--- src/rtl/prbs_test_ctrl_if.sv ---
// Control/status bundle between the PRBS test sequencer and its user/LED/PRBS neighbours.
// The slave side is the sequencer; the master side drives start/stop/PRBS_error.
interface prbs_test_ctrl_if #(
    parameter int CNT_W = 16
);
    logic             start;
    logic             stop;
    logic             PRBS_error;
    logic             gen_en;
    logic             chk_load;
    logic             blinker;
    logic             locked;
    logic             lock_led;
    logic [CNT_W-1:0] err_count;
    logic [1:0]       state;
    logic             sync_fail;

    modport master (
        output start, stop, PRBS_error,
        input  gen_en, chk_load, blinker, locked, lock_led, err_count, state, sync_fail
    );

    modport slave (
        input  start, stop, PRBS_error,
        output gen_en, chk_load, blinker, locked, lock_led, err_count, state, sync_fail
    );
endinterface

--- src/rtl/prbs_test_ctrl.sv ---
// PRBS link test sequencer: IDLE -> SEED -> SYNC -> LOCKED with error counting and a free-running blinker.
// Optional SYNC timeout with sticky sync_fail is built when PRBS_CTRL_TIMEOUT_EN is defined.
module prbs_test_ctrl #(
    parameter int BLINK_DIV    = 25000000,
    parameter int SYNC_CYCLES  = 64,
    parameter int LOCK_LOSS    = 4,
    parameter int CNT_W        = 16,
    parameter int SYNC_TIMEOUT = 4096
) (
    input logic             clk,
    input logic             reset,
    prbs_test_ctrl_if.slave bus
);
    typedef enum logic [1:0] {
        IDLE   = 2'd0,
        SEED   = 2'd1,
        SYNC   = 2'd2,
        LOCKED = 2'd3
    } state_t;

    localparam int PW = $clog2(BLINK_DIV);
    localparam int RW = $clog2(SYNC_CYCLES + 1);
    localparam int BW = $clog2(LOCK_LOSS + 1);

    localparam logic [PW-1:0]    PRESC_LAST = PW'(BLINK_DIV - 1);
    localparam logic [RW-1:0]    RUN_LAST   = RW'(SYNC_CYCLES - 1);
    localparam logic [BW-1:0]    BAD_LAST   = BW'(LOCK_LOSS - 1);
    localparam logic [CNT_W-1:0] ERR_MAX    = {CNT_W{1'b1}};

    state_t           state_q, state_d;
    logic [RW-1:0]    run_q, run_d;
    logic [BW-1:0]    bad_q, bad_d;
    logic [CNT_W-1:0] err_q, err_d;
    logic [PW-1:0]    presc_q;
    logic             blink_q;

`ifdef PRBS_CTRL_TIMEOUT_EN
    localparam int TW = $clog2(SYNC_TIMEOUT + 1);
    localparam logic [TW-1:0] TO_LAST = TW'(SYNC_TIMEOUT - 1);
    logic [TW-1:0] to_q, to_d;
    logic          fail_q, fail_d;
`endif

    // Blinker prescaler is independent of the test state machine.
    always_ff @(posedge clk or posedge reset) begin
        if (reset) begin
            presc_q <= '0;
            blink_q <= 1'b0;
        end else if (presc_q == PRESC_LAST) begin
            presc_q <= '0;
            blink_q <= ~blink_q;
        end else begin
            presc_q <= presc_q + 1'b1;
        end
    end

    always_ff @(posedge clk or posedge reset) begin
        if (reset) begin
            state_q <= IDLE;
            run_q   <= '0;
            bad_q   <= '0;
            err_q   <= '0;
`ifdef PRBS_CTRL_TIMEOUT_EN
            to_q    <= '0;
            fail_q  <= 1'b0;
`endif
        end else begin
            state_q <= state_d;
            run_q   <= run_d;
            bad_q   <= bad_d;
            err_q   <= err_d;
`ifdef PRBS_CTRL_TIMEOUT_EN
            to_q    <= to_d;
            fail_q  <= fail_d;
`endif
        end
    end

    always_comb begin
        state_d = state_q;
        run_d   = '0;
        bad_d   = '0;
        err_d   = err_q;
`ifdef PRBS_CTRL_TIMEOUT_EN
        to_d    = '0;
        fail_d  = fail_q;
`endif
        case (state_q)
            IDLE: begin
                if (bus.start) begin
                    state_d = SEED;
                    err_d   = '0;
`ifdef PRBS_CTRL_TIMEOUT_EN
                    fail_d  = 1'b0;
`endif
                end
            end
            SEED: state_d = SYNC;
            SYNC: begin
                if (bus.PRBS_error) begin
                    run_d = '0;
                end else if (run_q == RUN_LAST) begin
                    state_d = LOCKED;
                end else begin
                    run_d = run_q + 1'b1;
                end
`ifdef PRBS_CTRL_TIMEOUT_EN
                // Lock on the final timeout cycle still wins over the timeout.
                to_d = to_q + 1'b1;
                if (state_d == SYNC && to_q == TO_LAST) begin
                    state_d = IDLE;
                    run_d   = '0;
                    to_d    = '0;
                    fail_d  = 1'b1;
                end
`endif
            end
            LOCKED: begin
                if (bus.PRBS_error) begin
                    if (err_q != ERR_MAX) err_d = err_q + 1'b1;
                    if (bad_q == BAD_LAST) state_d = SEED;
                    else                   bad_d = bad_q + 1'b1;
                end
            end
            default: state_d = IDLE;
        endcase

        if (bus.stop && state_q != IDLE) begin
            state_d = IDLE;
            run_d   = '0;
            bad_d   = '0;
`ifdef PRBS_CTRL_TIMEOUT_EN
            to_d    = '0;
            fail_d  = fail_q;
`endif
        end
    end

    assign bus.gen_en    = (state_q != IDLE);
    assign bus.chk_load  = (state_q == SEED);
    assign bus.locked    = (state_q == LOCKED);
    assign bus.lock_led  = (state_q == LOCKED) | ((state_q != IDLE) & blink_q);
    assign bus.blinker   = blink_q;
    assign bus.err_count = err_q;
    assign bus.state     = state_q;
`ifdef PRBS_CTRL_TIMEOUT_EN
    assign bus.sync_fail = fail_q;
`else
    assign bus.sync_fail = 1'b0;
`endif
endmodule
--- src/flat_wrapper.sv ---
// flat-port wrapper written by rule: the top's interface ports become plain ports
module prbs_test_ctrl_flat 
#(
    parameter int BLINK_DIV    = 25000000,
    parameter int SYNC_CYCLES  = 64,
    parameter int LOCK_LOSS    = 4,
    parameter int CNT_W        = 16,
    parameter int SYNC_TIMEOUT = 4096
)
  (clk, reset, bus_start, bus_stop, bus_PRBS_error, bus_gen_en, bus_chk_load, bus_blinker, bus_locked, bus_lock_led, bus_err_count, bus_state, bus_sync_fail);
  prbs_test_ctrl_if #(.CNT_W(CNT_W)) bus_i ();
  input logic clk;
  input logic reset;
  input wire logic [$bits(bus_i.start)-1:0] bus_start;
  input wire logic [$bits(bus_i.stop)-1:0] bus_stop;
  input wire logic [$bits(bus_i.PRBS_error)-1:0] bus_PRBS_error;
  output wire logic [$bits(bus_i.gen_en)-1:0] bus_gen_en;
  output wire logic [$bits(bus_i.chk_load)-1:0] bus_chk_load;
  output wire logic [$bits(bus_i.blinker)-1:0] bus_blinker;
  output wire logic [$bits(bus_i.locked)-1:0] bus_locked;
  output wire logic [$bits(bus_i.lock_led)-1:0] bus_lock_led;
  output wire logic [$bits(bus_i.err_count)-1:0] bus_err_count;
  output wire logic [$bits(bus_i.state)-1:0] bus_state;
  output wire logic [$bits(bus_i.sync_fail)-1:0] bus_sync_fail;
  assign bus_i.start = bus_start;
  assign bus_i.stop = bus_stop;
  assign bus_i.PRBS_error = bus_PRBS_error;
  assign bus_gen_en = bus_i.gen_en;
  assign bus_chk_load = bus_i.chk_load;
  assign bus_blinker = bus_i.blinker;
  assign bus_locked = bus_i.locked;
  assign bus_lock_led = bus_i.lock_led;
  assign bus_err_count = bus_i.err_count;
  assign bus_state = bus_i.state;
  assign bus_sync_fail = bus_i.sync_fail;
  prbs_test_ctrl #(.BLINK_DIV(BLINK_DIV), .SYNC_CYCLES(SYNC_CYCLES), .LOCK_LOSS(LOCK_LOSS), .CNT_W(CNT_W), .SYNC_TIMEOUT(SYNC_TIMEOUT)) u_core (.clk(clk), .reset(reset), .bus(bus_i));
endmodule
--- config.mk ---
export PLATFORM = sky130hd
export DESIGN_NAME = prbs_test_ctrl_flat
export DESIGN_NICKNAME = d
export VERILOG_FILES = /design/src/rtl/prbs_test_ctrl_if.sv /design/src/rtl/prbs_test_ctrl.sv /design/src/flat_wrapper.sv
export SDC_FILE = /design/constraint.sdc
export NUM_CORES = 1
export LEC_CHECK = 0
export CAP_MARGIN = 20
export CORE_MARGIN = 3
export CORE_UTILIZATION = 60
export CTS_CLUSTER_SIZE = 24
export DETAILED_ROUTE_END_ITERATION = 10
export DONT_BUFFER_PORTS = 1
export PLACE_DENSITY = 0.78
export REMOVE_ABC_BUFFERS = 1
export SYNTH_ARGS = -nofsm -noshare
export SYNTH_HDL_FRONTEND = slang
export SYNTH_SLANG_ARGS = --single-unit
--- constraint.sdc ---
create_clock -name clk -period 5.8 [get_ports clk]
set_input_delay 1.16 -clock clk [delete_from_list [all_inputs] [get_ports clk]]
set_output_delay 1.16 -clock clk [all_outputs]
set_load 0.05 [all_outputs]
After elaboration in Yosys (flattened, before gate mapping)
Cells that the tools add are included.
Word-level totals
  register bits: 54
  output and inout port bits: 24
  word-level logic and storage cells: 54
  input port bits: 5
Operators by class
  equality and inequality tests: 15
  bitwise gates (word level): 3
  muxes and demuxes: 20
  reductions and logical operators: 6
  $add $sub $neg: 4
Operators with widths (count)
  16-bit 2-to-1 mux: 3
  16-bit one-hot mux with 2 select lines: 1
  7-bit 2-to-1 mux: 4
  25-bit by 1-bit adder with 25-bit output, second input constant: 1
  25-bit equality test, second input constant: 1
  25-bit 2-to-1 mux: 1
  16-bit by 1-bit adder with 16-bit output, second input constant: 1
  16-bit != test, second input constant: 1
  2-bit 2-to-1 mux: 6
  3-bit 2-to-1 mux: 4
  3-bit by 2-bit != test with 1-bit output, second input constant: 3
  2-bit one-hot mux with 4 select lines: 1
  7-bit by 1-bit adder with 7-bit output, second input constant: 1
  7-bit by 6-bit equality test with 1-bit output, second input constant: 1
  3-bit by 1-bit != test with 1-bit output, second input constant: 2
  5-bit AND reduction: 1
  2-bit equality test, second input constant: 2
  2-bit != test, second input constant: 2
  4-bit AND reduction: 1
  2-bit nonzero test: 2
  3-bit by 1-bit adder with 3-bit output, second input constant: 1
  3-bit by 2-bit equality test with 1-bit output, second input constant: 1
  2-bit by 1-bit equality test with 1-bit output, second input constant: 1
  2-bit zero test: 1
  other kinds (5): 5

Longest topological paths before layout
Gate-level depths: netlist (run 1).
  depth in word-level cells: 5
  mapped depth: 7
  mapped depth without buffers: 6

Worst setup path before layout (run 1)
OpenSTA, ideal clock, no wires.
  path type: reg2out
  start: register u_core.state_q[1], in the netlist u_core.bus.state[1]
  end: output bus_lock_led
  data required time: 4640 ps
  buffers on the path: 2
  slack: 2509 ps
  data arrival time: 2131 ps
  stages on the path, launching flop included: 5
  cell sequence: dfrtp_1 > ha_1 > buf_2 > clkbuf_1 > a21o_1
On the way
  elaborated cells between the ends (all ways): 4
  classes of those cells: eq/ne: 1; bitwise: 2; reduce/logical: 1
RTL lines
  start, declared: RTL line prbs_test_ctrl.sv:30  | state_t state_q, state_d;
  start signal, assigned: RTL line prbs_test_ctrl.sv:68  | state_q <= state_d;
  2-bit equality test
  named net bus_locked: RTL line flat_wrapper.sv:20  | output wire logic [$bits(bus_i.locked)-1:0] bus_locked;
  1-bit OR: RTL line prbs_test_ctrl.sv:142  | assign bus.lock_led = (state_q == LOCKED) | ((state_q != IDLE) & blink_q);
  end, declared: RTL line flat_wrapper.sv:21  | output wire logic [$bits(bus_i.lock_led)-1:0] bus_lock_led;
The timed path passes the listed nets, and every way through them passes these cells.

Worst setup path in the final report (run 1)
  start: register u_core.state_q[1], in the netlist u_core.bus.state[1]
  end: output bus_lock_led
On the way
  cells in the longest elaborated chain, start to end: 3
  elaborated cells between the ends (all ways): 4
  classes of those cells: eq/ne: 1; bitwise: 2; reduce/logical: 1
RTL lines
  2-bit nonzero test
  named net bus_gen_en: RTL line flat_wrapper.sv:17  | output wire logic [$bits(bus_i.gen_en)-1:0] bus_gen_en;
  1-bit AND: RTL line prbs_test_ctrl.sv:142
  1-bit OR: RTL line prbs_test_ctrl.sv:142
The timed path passes the listed nets, and every way through them passes these cells.

==> reports/metrics.csv, run 1 <==
metric,value,unit
cell taking the most area after synthesis,dfrtp_1,
final worst path period need,3.455,ns
final HPWL from detailed placement,3.880,mm
CTS tree,built,
Unique masters post-synth,49,
hold-fix buffers at CTS,0,
drc violations,0,
most common cell in the synthesized netlist,dfrtp_1,
Synth top area share,46.51,%
critical path type,flip-flop to primary output,
CTS Root Cell,clkbuf_8,
Total GRT Usage,22.05,%
width of the die,75.59,um
DR vias,2325,
area of the multi-input gates,0.001448,mm^2
Post-CTS Setup Bufs,0,
Die Area,0.005713,mm^2
Post-synth top cells,"dfrtp_1 (54), nand2_1 (25), nor2_1 (23), nand3_1 (21)",
routed wl met2,2.697,mm
Hold Slack,0.4452,ns
count of boundary I/O pins,29,
n_diodes,0,
Storage cell area,0.001351,mm^2
fin area,0.003068,mm^2
fillers,373,
Placed Cells,347,
Arrival @ worst endpoint,2.30,ns
Pins Over Slew Limit,0,
first-pass GRT wire length,9.846,mm
Crit path largest cell delay,0.71,ns
Tot Pwr,1020,uW
CP Capture Type,primary output,
CP Cell Sequence,inv_1 > ha_1 > inv_1 > a21o_1,
RSZ-0062 raised after global routing,false,
chip height,75.59,um
Detailed Routing Iterations Pass 1,5,
setup TNS,0,ns
period utilisation layout,59.58,%
Slew HR,29.78,%
Cells after Synth,303,
clock sink total,54,
number of global-route vias before repair,2149,
post-DR wirelength/cell,16.12,um
routability congestion estimate from global placement,0.8134,
HP Class,flip-flop to flip-flop,
synthesis-to-finish area growth,5.599,%
Netlist Area Pre-Place,0.002905,mm^2
maxcap violations,0,
Iteration-0 DRC Markers,190,
DR WL met3,314,um
Critical Path Source Type,flip-flop,
"FF+latch count, synth",54,
pin count of the biggest net entering global routing,55,
Peak Freq,0.2894,GHz
GRT Residual Overflow,0,
Static Leak,0.001328,uW
CP Buf/Inv Count,2,
crit-path most repeated cell,inv_1,
"Hold Vio Cnt, Final",0,
final wirelength,5.755,mm
critical path data required time,4.64,ns
antenna violations before repair,0,
Peak VDD IR,0.2201,mV
sequential share of the synthesized area,46.51,%
Async SR Flop Fraction,100.0,%
worst skew pair latency,0.31,ns
CP max-delay cell,dfrtp_1,
WL met1,2.684,mm
CP max FO,5,
# rows,24,
share of layout cells above drive strength 1,5.246,%
antenna-violating nets left,0,
Core Box Area,0.004504,mm^2
nets@finish,317,
synthesis warning total,0,
I/O Buffers,0,
status,finished clean,
worst-margin pin slew,1.049,ns
PD cells,332.6,mW/mm^2
Initial Utilization,64.50,%
CTS Buf Count,5,
non-filler cells in the finished layout,357,
Vias per Instance,6.513,
Max clock buf depth,2,
DR top layer,met4,
"Top FF cell, synth",dfrtp_1,
main area contributors after synthesis,"dfrtp_1 (47%), nand3_1 (3.6%), ha_1 (3.4%), mux2i_1 (3.4%), nand2_1 (3.2%)",
synthesized area per cell,9.588,um^2
cts repair resizes,0,
clock-pin slew of the registers on the worst-case setup and hold paths,0.10,ns
H-tree levels,2,
top cell family by delay on the critical path,flip-flops,
Post-synth EDFFs,0,
Worst Skew,0.004092,ns
# setup viols final,0,
placed cell area,0.002928,mm^2
[cell usage in the layout, fill, tap and decap left out, types with 8 or more instances in the layout]
master / count
inv_1: 14
nand3_1: 21
xor2_1: 10
nand2_1: 25
a21oi_1: 8
mux2i_1: 10
nor3_1: 15
dfrtp_1: 54
o21ai_0: 12
xnor2_1: 8
and3_1: 8
ha_1: 8
nor2_1: 23
[metrics by stage]
step                      setup WS (ns)  util, %
after global routing              2.237    68.11
after CTS                         2.323    67.50
after detailed placement          2.680    65.00
after floorplan                   2.742        -
after global placement            2.721    65.00
final                             2.345    68.11
[sequential cells by signal (all words and copies together) (netlist names)]
register and count:
u_core.bus.blinker 1, u_core.bus.err_count 16, u_core.bad_q 3, u_core.presc_q 25, u_core.bus.state 2, u_core.run_q 7
[cell families (layout without fill, tap and decap cells)]
group / Yosys count / count (layout) / share of synthesized area [%]
xor+xnor: 18 / 18 / 5.426
other cells: 1 / 1 / 0.1291
compound gates: 47 / 47 / 11.03
fa+ha+maj: 8 / 8 / 3.445
flops: 54 / 54 / 46.51
simple gates: 140 / 140 / 25.97
buf+inv: 24 / 26 / 3.660
mux: 11 / 11 / 3.833
[area by class of cell]
cell class	count	area share (%)
inverter	15	1.835
tap	52	2.121
timing repair buffer	3	1.142
clock buffer	5	2.243
multi-input combinational	225	47.19
clock inverter	3	1.427
sequential	54	44.05
[routing by layer]
metal	track usage, %	up-vias
met4	6.796	0
li1	-	1109
met5	0	-
met2	33.84	57
met1	31.54	1149
met3	4.617	10
[power by group]
| part | internal, uW | leakage [uW] | switching [uW] |
|---|---|---|---|
| sequential | 394 | 0.000735 | 92.4 |
| clock | 130 | 0.0000585 | 130 |
| combinational | 77.6 | 0.000535 | 197 |
[worst paths after layout]
path	cells after the start	start	end	slack [ns]
min in group asynchronous	1	reset	u_core.presc_q[4]	0.72
min	1	u_core.bad_q[0]	u_core.bad_q[0]	0.45
max reg2reg	7	u_core.bus.state[1]	u_core.bus.err_count[11]	3.19
min reg2reg	1	u_core.bad_q[0]	u_core.bad_q[0]	0.45
max	4	u_core.bus.state[1]	bus_lock_led	2.34
max in group asynchronous	2	reset	u_core.presc_q[16]	4.56
Note: power is estimated with default switching activity, not from simulation.
==> run 2, diff against run 1 <==
==> constraint.sdc (replaced) <==
create_clock -name clk -period 3.3 [get_ports clk]
set_input_delay 0.66 -clock clk [delete_from_list [all_inputs] [get_ports clk]]
set_output_delay 0.66 -clock clk [all_outputs]
set_load 0.05 [all_outputs]
==> reports/metrics.csv, run 2 (synthesis results as in run 1) <==
metric,value,unit
status,finished clean,
Peak VDD IR,0.5045,mV
Post-CTS Setup Bufs,0,
Crit path largest cell delay,0.45,ns
cts repair resizes,0,
critical path type,flip-flop to primary output,
# rows,24,
top cell family by delay on the critical path,buffers and inverters,
CP Buf/Inv Count,3,
hold-fix buffers at CTS,0,
Total GRT Usage,23.37,%
synthesis-to-finish area growth,7.278,%
post-DR wirelength/cell,16.53,um
worst-margin pin slew,0.6803,ns
Max clock buf depth,2,
Peak Freq,0.3708,GHz
DR vias,2304,
crit-path most repeated cell,inv_1,
CP max-delay cell,a21o_1,
most frequent cells in the layout,"dfrtp_1 (54), nand2_1 (25), nor2_1 (23)",
drc violations,0,
maxcap violations,0,
period utilisation layout,81.71,%
nets@finish,324,
routability congestion estimate from global placement,0.8457,
final HPWL from detailed placement,4.265,mm
fin area,0.003117,mm^2
"Hold Vio Cnt, Final",0,
antenna violations before repair,0,
Hold Slack,0.2531,ns
PD cells,590.1,mW/mm^2
Iteration-0 DRC Markers,190,
Worst Skew,0.01227,ns
CP Cell Sequence,buf_4 > inv_1 > ha_1 > inv_1 > a21o_1,
final worst path period need,2.697,ns
placed cell area,0.002995,mm^2
Slew HR,54.65,%
CP Capture Type,primary output,
Critical Path Source Type,flip-flop,
worst skew pair latency,0.31,ns
CTS Root Cell,clkbuf_8,
HP Class,input port to async pin,
Core Box Area,0.004504,mm^2
count of boundary I/O pins,29,
Die Area,0.005713,mm^2
GRT Residual Overflow,0,
most flop-heavy register,u_core.presc_q,
Worst R2R Path Depth,6,
"most common cell after layout, fill and taps aside",dfrtp_1,
CP max FO,5,
Largest register FFs,25,
chip height,75.59,um
critical path data required time,2.64,ns
antenna-violating nets left,0,
Crit path depth,5,
number of global-route vias before repair,2225,
Vias per Instance,6.330,
first-pass GRT wire length,10.20,mm
Static Leak,0.001363,uW
n_diodes,0,
clock-pin slew of the registers on the worst-case setup and hold paths,0.10,ns
Pins Over Slew Limit,0,
CTS Buf Count,5,
share of layout cells above drive strength 1,7.372,%
I/O Buffers,0,
CTS tree,built,
pin count of the biggest net entering global routing,31,
width of the die,75.59,um
Arrival @ worst endpoint,2.04,ns
Initial Utilization,64.50,%
final wirelength,6.018,mm
RSZ-0062 raised after global routing,false,
Detailed Routing Iterations Pass 1,4,
H-tree levels,2,
# setup viols final,0,
setup TNS,0,ns
clock sink total,54,
run 2: layer usage:
metal | wire (um) | vias up | global-route usage, % | share of wire (%)
met5 | 0 | - | 0 | 0
met4 | 75 | 0 | 6.408 | 1.2
met3 | 352 | 9 | 4.881 | 5.8
met2 | 2915 | 71 | 38.54 | 48
met1 | 2675 | 1101 | 31.38 | 44
li1 | - | 1123 | - | -
run 2: power by group:
part	internal [uW]	leakage, uW	total, uW	switching (uW)
sequential	694	0.000735	783	88.5
clock	250	0.0000618	469	219
combinational	161	0.000567	587	426
total	1100	0.00136	1840	734
run 2: final cells by class:
class / instances / area [um^2]
Multi-Input combinational cell: 225 / 1448
Fill cell: 343 / 1388
Sequential cell: 54 / 1351
Timing Repair Buffer: 10 / 75.07
Clock buffer: 6 / 82.58
Tap cell: 52 / 65.06
Inverter: 15 / 56.30
Clock inverter: 2 / 38.79
run 2: final timing paths:
check / from / endpoint / slack (ns)
max: u_core.bus.state[0] / bus_lock_led / 0.60
min: reset / u_core.bus.state[1] / 0.25
max reg2reg: u_core.bus.err_count[0] / u_core.bus.err_count[1] / 0.83
min reg2reg: u_core.bad_q[0] / u_core.bad_q[0] / 0.44
max in group asynchronous: reset / u_core.bus.err_count[13] / 2.27
min in group clk: u_core.bad_q[0] / u_core.bad_q[0] / 0.44
run 2: through the flow:
step	util [%]	setup slack, ns	total power, uW	instances
after floorplan	-	0.3382	1228	294
after global placement	66.50	0.9399	1371	356
after CTS	69.19	0.5964	1853	364
final	69.19	0.6034	1839	364
after global routing	69.19	0.5246	1940	364
after detailed placement	66.50	0.8603	1384	356
==> run 3, diff against run 2 <==
--- a/config.mk
+++ b/config.mk
@@ -7,11 +7,11 @@
 export LEC_CHECK = 0
 export CAP_MARGIN = 20
 export CORE_MARGIN = 3
-export CORE_UTILIZATION = 60
+export CORE_UTILIZATION = 57
 export CTS_CLUSTER_SIZE = 24
 export DETAILED_ROUTE_END_ITERATION = 10
 export DONT_BUFFER_PORTS = 1
-export PLACE_DENSITY = 0.78
+export PLACE_DENSITY = 0.77
 export REMOVE_ABC_BUFFERS = 1
 export SYNTH_ARGS = -nofsm -noshare
 export SYNTH_HDL_FRONTEND = slang
==> constraint.sdc (replaced) <==
create_clock -name clk -period 2.2 [get_ports clk]
set_input_delay 0.44 -clock clk [delete_from_list [all_inputs] [get_ports clk]]
set_output_delay 0.44 -clock clk [all_outputs]
set_load 0.05 [all_outputs]
==> reports/metrics.csv, run 3 (synthesis results as in run 1) <==
metric,value,unit
"most common cell after layout, fill and taps aside",dfrtp_1,
antenna violations before repair,0,
H-tree levels,2,
Peak VDD IR,0.7209,mV
Peak Freq,0.4943,GHz
Vias per Instance,6.093,
Worst R2R Path Depth,5,
Total GRT Usage,23.38,%
synthesis-to-finish area growth,13.70,%
CTS tree,built,
final HPWL from detailed placement,4.729,mm
final wirelength,6.466,mm
maxcap violations,0,
status,finished clean,
Die Area,0.005990,mm^2
HP Class,input port to async pin,
Slew HR,65.51,%
n_diodes,0,
Static Leak,0.001472,uW
Max clock buf depth,2,
nets@finish,345,
placed cell area,0.003184,mm^2
post-DR wirelength/cell,16.21,um
chip height,77.40,um
R2R Path Start,u_core.presc_q[0],
fin area,0.003303,mm^2
first-pass GRT wire length,11.23,mm
Critical Path Source Type,flip-flop,
Detailed Routing Iterations Pass 1,4,
routability congestion estimate from global placement,0.9037,
worst skew pair latency,0.31,ns
period utilisation layout,91.96,%
Core Box Area,0.004817,mm^2
pin count of the biggest net entering global routing,22,
# setup viols final,0,
clock sink total,54,
CTS Buf Count,5,
PD cells,869.4,mW/mm^2
CP Capture Type,flip-flop,
critical path data required time,2.44,ns
CP max FO,8,
drc violations,0,
Initial Utilization,60.31,%
GRT Residual Overflow,0,
CTS Root Cell,clkbuf_8,
number of global-route vias before repair,2328,
reg2reg setup slack,0.18,ns
hold-fix buffers at CTS,0,
clock-pin slew of the registers on the worst-case setup and hold paths,0.09,ns
final worst path period need,2.023,ns
count of boundary I/O pins,29,
Pins Over Slew Limit,0,
FF-to-FF End,u_core.presc_q[24],
I/O Buffers,0,
CP Cell Sequence,ha_1 > nand2_1 > or4_1 > or4_1 > a21oi_1,
width of the die,77.40,um
CP max-delay cell,or4_1,
DR vias,2431,
RSZ-0062 raised after global routing,false,
Iteration-0 DRC Markers,180,
most frequent cells in the layout,"dfrtp_1 (54), buf_4 (30), nand2_1 (25)",
Arrival @ worst endpoint,2.26,ns
antenna-violating nets left,0,
most flop-heavy register,u_core.presc_q,
# rows,25,
critical path type,flip-flop to flip-flop,
Hold Slack,0.01120,ns
"Hold Vio Cnt, Final",0,
share of layout cells above drive strength 1,13.25,%
Largest register FFs,25,
Crit path largest cell delay,0.54,ns
Worst Skew,0.006619,ns
crit-path most repeated cell,or4_1,
worst-margin pin slew,0.5174,ns
-- run 3: changes by cell type in the layout (fill, tap and decap cells not counted), sizes merged --
| cell | delta |
|---|---|
| inv | -1 |
| buf | +21 |
-- run 3: layer usage --
| layer | vias to the layer above | GRT usage, % | part of all wire [%] | wire length (um) |
|---|---|---|---|---|
| met3 | 10 | 4.988 | 6.0 | 390 |
| met1 | 1195 | 31.68 | 45 | 2882 |
| li1 | 1160 | - | - | - |
| met2 | 66 | 37.39 | 48 | 3094 |
| met4 | 0 | 8.007 | 1.5 | 98 |
| met5 | - | 0 | 0 | 0 |
-- run 3: area by class of cell --
cell class,count,area [um^2]
inverters,15,56.30
clock inverters,1,30.03
clock buffers,6,82.58
flip-flops and latches,54,1351
well taps,67,83.83
fillers,404,1514
repair buffers,31,245.2
multi-input cells,225,1454
-- run 3: through the flow --
step	setup slack, ns	setup TNS (ns)	power [uW]	std cells	util (%)
final	0.1768	0	2872	399	68.57
after global routing	0.04239	0	3014	399	68.57
after CTS	0.1658	0	2886	399	68.44
after detailed placement	0.1970	0	2203	392	66.10
after global placement	0.2594	0	2171	392	66.10
after floorplan	-0.7618	-8.517	1842	294	-
-- run 3: worst max path at each step --
stage                             start                       to  slack (ns)  depth (start not counted)
finish                u_core.presc_q[0]       u_core.presc_q[24]        0.18                          5
global route          u_core.presc_q[0]       u_core.presc_q[24]        0.04                          5
floorplan           u_core.bus.state[1]  u_core.bus.err_count[0]       -0.76                          5
CTS                 u_core.bus.state[0]             bus_lock_led        0.17                          4
detailed placement    u_core.presc_q[0]       u_core.presc_q[24]        0.20                          5
global placement      u_core.presc_q[0]       u_core.presc_q[24]        0.26                          5
-- run 3: report_power, final --
group	total, uW	internal (uW)	switching [uW]
Sequential	1080	1040	33.5
Clock	681	364	316
Combinational	1110	335	779
-- run 3: worst max-delay path: cells and delay by family (launching register included) --
| family | cells | cell delay, ns |
|---|---|---|
| adders and majority gates | 1 | 0.26 |
| and+or+nand+nor | 3 | 1.12 |
| AOI/OAI and AO/OA | 1 | 0.16 |
| DFF | 1 | 0.42 |
-- run 3: repair_timing --
item,4_1_cts,5_1_grt
endpoints found under the setup margin,0,1
buffers inserted,0,0
resized for setup,0,1
==> RTL change 1: new RTL, config.mk and constraints of run 3 <==
`SYNC_CYCLES` is set to 64 in 2 places; all go to 128.
--- a/src/rtl/prbs_test_ctrl.sv
+++ b/src/rtl/prbs_test_ctrl.sv
@@ -3,5 +3,5 @@
 module prbs_test_ctrl #(
     parameter int BLINK_DIV    = 25000000,
-    parameter int SYNC_CYCLES  = 64,
+    parameter int SYNC_CYCLES  = 128,
     parameter int LOCK_LOSS    = 4,
     parameter int CNT_W        = 16,
--- a/src/flat_wrapper.sv
+++ b/src/flat_wrapper.sv
@@ -3,5 +3,5 @@
 #(
     parameter int BLINK_DIV    = 25000000,
-    parameter int SYNC_CYCLES  = 64,
+    parameter int SYNC_CYCLES  = 128,
     parameter int LOCK_LOSS    = 4,
     parameter int CNT_W        = 16,
Behaviour: no difference found for any inputs over 10 cycles, from zero or initial values and one cycle with reset high; that may be too few to reach the edited logic, so the function may still have changed.
==> RTL change 1 against run 3 <==
Worst hold slack gained 34 ps. Cell area increased by 1.8%. First-iteration DRC count increased by 36%. Sequential cell count rose by 1. Final cell count is 1.5% higher. Wire length rose by 1.4%. Worst setup slack better by 10 ps. Total power is 7.3% higher. Area after synthesis grew 3.4%. Largest cell class unchanged. Largest power group unchanged.
==> RTL change 1: results <==
[power_and_ir_drop]
peakVddDrop_v = 0.0007061
sw_frac_of_total_pct = 43.29
power_leakage_nw = 1.494

[synthesis]
ys_seq_area_share_pct = 45.80
syn_area_per_cell_um2 = 9.633
ys_top_cells_by_count = dfrtp_1 (55), nand3_1 (24), nor2_1 (22), inv_1 (18), nand2_1 (18)
netlist-cell-type-count = 52
synth_area_leaders = dfrtp_1 (46%), nand3_1 (4.0%), xor2_1 (3.8%)

[placed_design]
io_buffers = 0
dp_slack_ps = 309.2
dp.cells = 397
routabilityCongestion = 0.8918
dpl.hpwl_mm = 4.700

[layout]
nNetsFinal = 350
final_cells = 405
nFillCells = 408
drive_gt1_share_pct = 13.91

[grt]
grtUsageTotal_pct = 22.88
grt_pass1_vias = 2413
grt_max_degree = 34
grt_pass1_wl_mm = 11.39

[setup_path]
critPathSlowestCell = dfrtp_1
critPathMaxFanout = 20
reg2reg_slack_ps = 210
slowest_delay_ps = 410
critical_path_arrival_ps = 1570

[drt]
wl_per_cell_um = 16.18
vias_per_cell = 6.272
drt-pass1-iter-count = 7
drt_iter0_drc = 245

[clock_tree]
worstSkewPairLatency_ps = 300
hold_buffers = 0
cts.path.max_buffers = 2
postCtsSetupBuffers = 0

[status]
run_status = finished, final reports clean

[flow_run]
drv_cap = 0

[sta]
slew_headroom_pct = 63.79
min_period_over_period_pct = 91.49
skew_ps = 4.474
final-setup-viol-count = 0
## RTL change 1: path summary, 6_finish.rpt
| check | start | to | cells after the start |
|---|---|---|---|
| worst min-delay path | reset | u_core.bus.err_count[4] | 1 |
| worst max register to register | u_core.bus.state[0] | u_core.bus.err_count[7] | 7 |
| max in group asynchronous | reset | u_core.bus.err_count[11] | 2 |
| worst min register to register | u_core.bad_q[0] | u_core.bad_q[0] | 1 |
| min in group clk | bus_PRBS_error | u_core.bad_q[2] | 2 |
| worst max-delay path | u_core.bus.state[0] | bus_lock_led | 4 |
## RTL change 1: layout make-up
class	instances	area [µm²]	share of cell area, %
Multi-Input combinational cell	227	1500	44.61
Tap cell	67	83.83	2.493
Timing Repair Buffer	30	250.2	7.440
Inverter	18	67.56	2.009
Clock inverter	2	12.51	0.3720
Clock buffer	6	72.57	2.158
Sequential cell	55	1376	40.92
## RTL change 1: logic make-up after synthesis
family / after synthesis / synth area share, %
AND/OR/NAND/NOR: 142 / 26.64
flip-flops: 55 / 45.80
AO/OA/AOI/OAI: 48 / 11.28
buffers and inverters: 30 / 4.288
XOR/XNOR: 20 / 5.829
adder cells (fa/ha/maj): 8 / 3.331
multiplexers: 8 / 2.706
other: 1 / 0.1248
## RTL change 1: power groups by stage
| stage | clock network [mW] | logic, mW | registers [mW] |
|---|---|---|---|
| after floorplan | 0 | 0.607 | 1.48 |
| after global placement | 0 | 1.35 | 1.17 |
| after detailed placement | 0 | 1.37 | 1.18 |
| after CTS | 0.561 | 1.38 | 1.16 |
| after global routing | 0.593 | 1.47 | 1.17 |
| final | 0.545 | 1.38 | 1.16 |
## RTL change 1: worst max-delay path, delay by kind of cell (launching register included)
kind            cells  cell delay [ps]
flops               1              410
buf+inv             2              400
fa+ha+maj           1              230
compound gates      1              220
## RTL change 1: layer usage
layer / global-route usage [%] / part of all wire, % / vias up
met4: 6.818 / 1.2 / 0
met2: 35.91 / 48 / 86
met3: 4.702 / 6.4 / 9
met1: 32.08 / 45 / 1246
met5: 0 / 0 / -
li1: - / - / 1199
## RTL change 1: metrics by stage
step                      util (%)  hold WS (ps)  cell area (µm²)
final                        68.48         45.08             3363
after global routing         68.48         64.50             3363
after CTS                    68.48         52.92             3363
after detailed placement     66.75         387.7             3278
after global placement       66.75         382.8             3278
after floorplan                  -         407.6             2944
==> RTL change 2: new RTL, settings of run 3 <==
Made on the original files. Register the output `bus.lock_led`; this adds one clock of latency there.
--- a/src/rtl/prbs_test_ctrl.sv
+++ b/src/rtl/prbs_test_ctrl.sv
@@ -140,5 +140,7 @@
     assign bus.chk_load  = (state_q == SEED);
     assign bus.locked    = (state_q == LOCKED);
-    assign bus.lock_led  = (state_q == LOCKED) | ((state_q != IDLE) & blink_q);
+    always_ff @(posedge clk) begin
+        bus.lock_led <= (state_q == LOCKED) | ((state_q != IDLE) & blink_q);
+    end
     assign bus.blinker   = blink_q;
     assign bus.err_count = err_q;
Formal check against the unedited RTL: no difference found for any inputs over 10 cycles, from zero or initial values and one cycle with reset high; that may be too few to reach the edited logic, so the function may still have changed.
==> RTL change 2 against run 3 <==
Sequential cell count up 1. Cell area up 0.57%. Wire length down 2.5%. Area after synthesis up 0.69%. Total power up 0.19%. Worst setup slack worse by 6.0 ps. Synthesized cell count up 0.33%. Critical path type unchanged. Critical endpoint is now u_core.bus.err_count[1].
==> RTL change 2: results <==
[status]
run_status = finished, final reports clean

[placed_design]
dpl.hpwl_mm = 4.573

[sta]
slew_headroom_pct = 60.19
skew_ps = 5.929
period_needed_ps = 2029

[synthesis]
netlist-cell-type-count = 50
ys_seq_area_share_pct = 46.88
synth_adder_area_share_pct = 3.422
synthMuxAreaShare_pct = 3.807
synth_area_leaders = dfrtp_1 (46%), nand3_1 (3.6%), ha_1 (3.4%)
synth_compound_area_share_pct = 10.95
synthArstFlopShare_pct = 98.18

[setup_path]
startpoint = u_core.bus.err_count[1]
ff2ff_path_depth = 6
r2r-end = u_core.bus.err_count[1]
slowest_delay_ps = 450

[grt]
grt_pass1_wl_mm = 11.24
grt_pass1_vias = 2431
grtUsageTotal_pct = 23.06

[power_and_ir_drop]
p_switching_mw = 1.157
peakVddDrop_v = 0.0006268

[drt]
wl_per_cell_um = 15.76
drt_iter0_drc = 189
vias_per_cell = 6.023

[layout]
nFillCells = 406

[clock_tree]
clkTransAtPathRegs_ps = 110
-- RTL change 2: metrics by stage --
stage	hold slack (ps)	utilization, %	std cells	total power, mW	setup TNS [ps]
floorplan	407.6	-	295	1.870	-8379
global placement	408.6	65.94	392	2.167	0
detailed placement	424.0	65.94	392	2.189	0
CTS	78.12	68.31	400	2.881	0
global route	88.13	68.52	400	3.020	0
finish	60.76	68.52	400	2.877	0
-- RTL change 2: area by class of cell --
class                   instances  area (µm²)  area share, %
flip-flops and latches         55        1371          41.28
clock inverters                 3       46.29          1.394
clock buffers                   5       68.82          2.072
well taps                      67       83.83          2.524
repair buffers                 30       237.7          7.156
inverters                      15       56.30          1.695
multi-input cells             225        1458          43.88
-- RTL change 2: layer usage --
| metal | vias to the layer above | track usage, % | part of all wire (%) |
|---|---|---|---|
| li1 | 1162 | - | - |
| met1 | 1181 | 30.94 | 45 |
| met2 | 61 | 37.41 | 49 |
| met3 | 5 | 4.988 | 5.9 |
| met4 | 0 | 7.117 | 0.84 |
| met5 | - | 0 | 0 |
-- RTL change 2: worst min path at each step --
| stage | from | end | slack, ps | cells past startpoint |
|---|---|---|---|---|
| final | reset | u_core.bad_q[1] | 60 | 1 |
| after global routing | reset | u_core.bad_q[1] | 90 | 1 |
| after CTS | reset | u_core.bad_q[1] | 80 | 1 |
| after detailed placement | reset | u_core.run_q[3] | 420 | 1 |
| after global placement | reset | u_core.run_q[0] | 410 | 1 |
| after floorplan | u_core.bad_q[0] | u_core.bad_q[0] | 410 | 1 |
-- RTL change 2: worst max-delay path, delay by kind of cell, from the launching register on --
family                     cells  cell delay (ps)
AOI/OAI and AO/OA              1              250
adders and majority gates      1              270
buffers and inverters          1              220
DFF                            1              380
muxes                          1              220
and+or+nand+nor                2              610
-- RTL change 2: logic make-up (layout without fill, tap and decap cells) --
| kind of cell | count (synthesis) | in the layout |
|---|---|---|
| xor+xnor | 18 | 18 |
| flops | 55 | 55 |
| compound gates | 47 | 47 |
| mux | 11 | 11 |
| buf+inv | 24 | 53 |
| other cells | 1 | 1 |
| fa+ha+maj | 8 | 8 |
| simple gates | 140 | 140 |
-- RTL change 2: power by group through the flow --
stage	clock (mW)	sequential, mW	combinational [mW]
finish	0.699	1.14	1.04
global route	0.743	1.15	1.13
CTS	0.707	1.14	1.03
detailed placement	0	1.16	1.03
global placement	0	1.16	1.01
floorplan	0	1.34	0.531
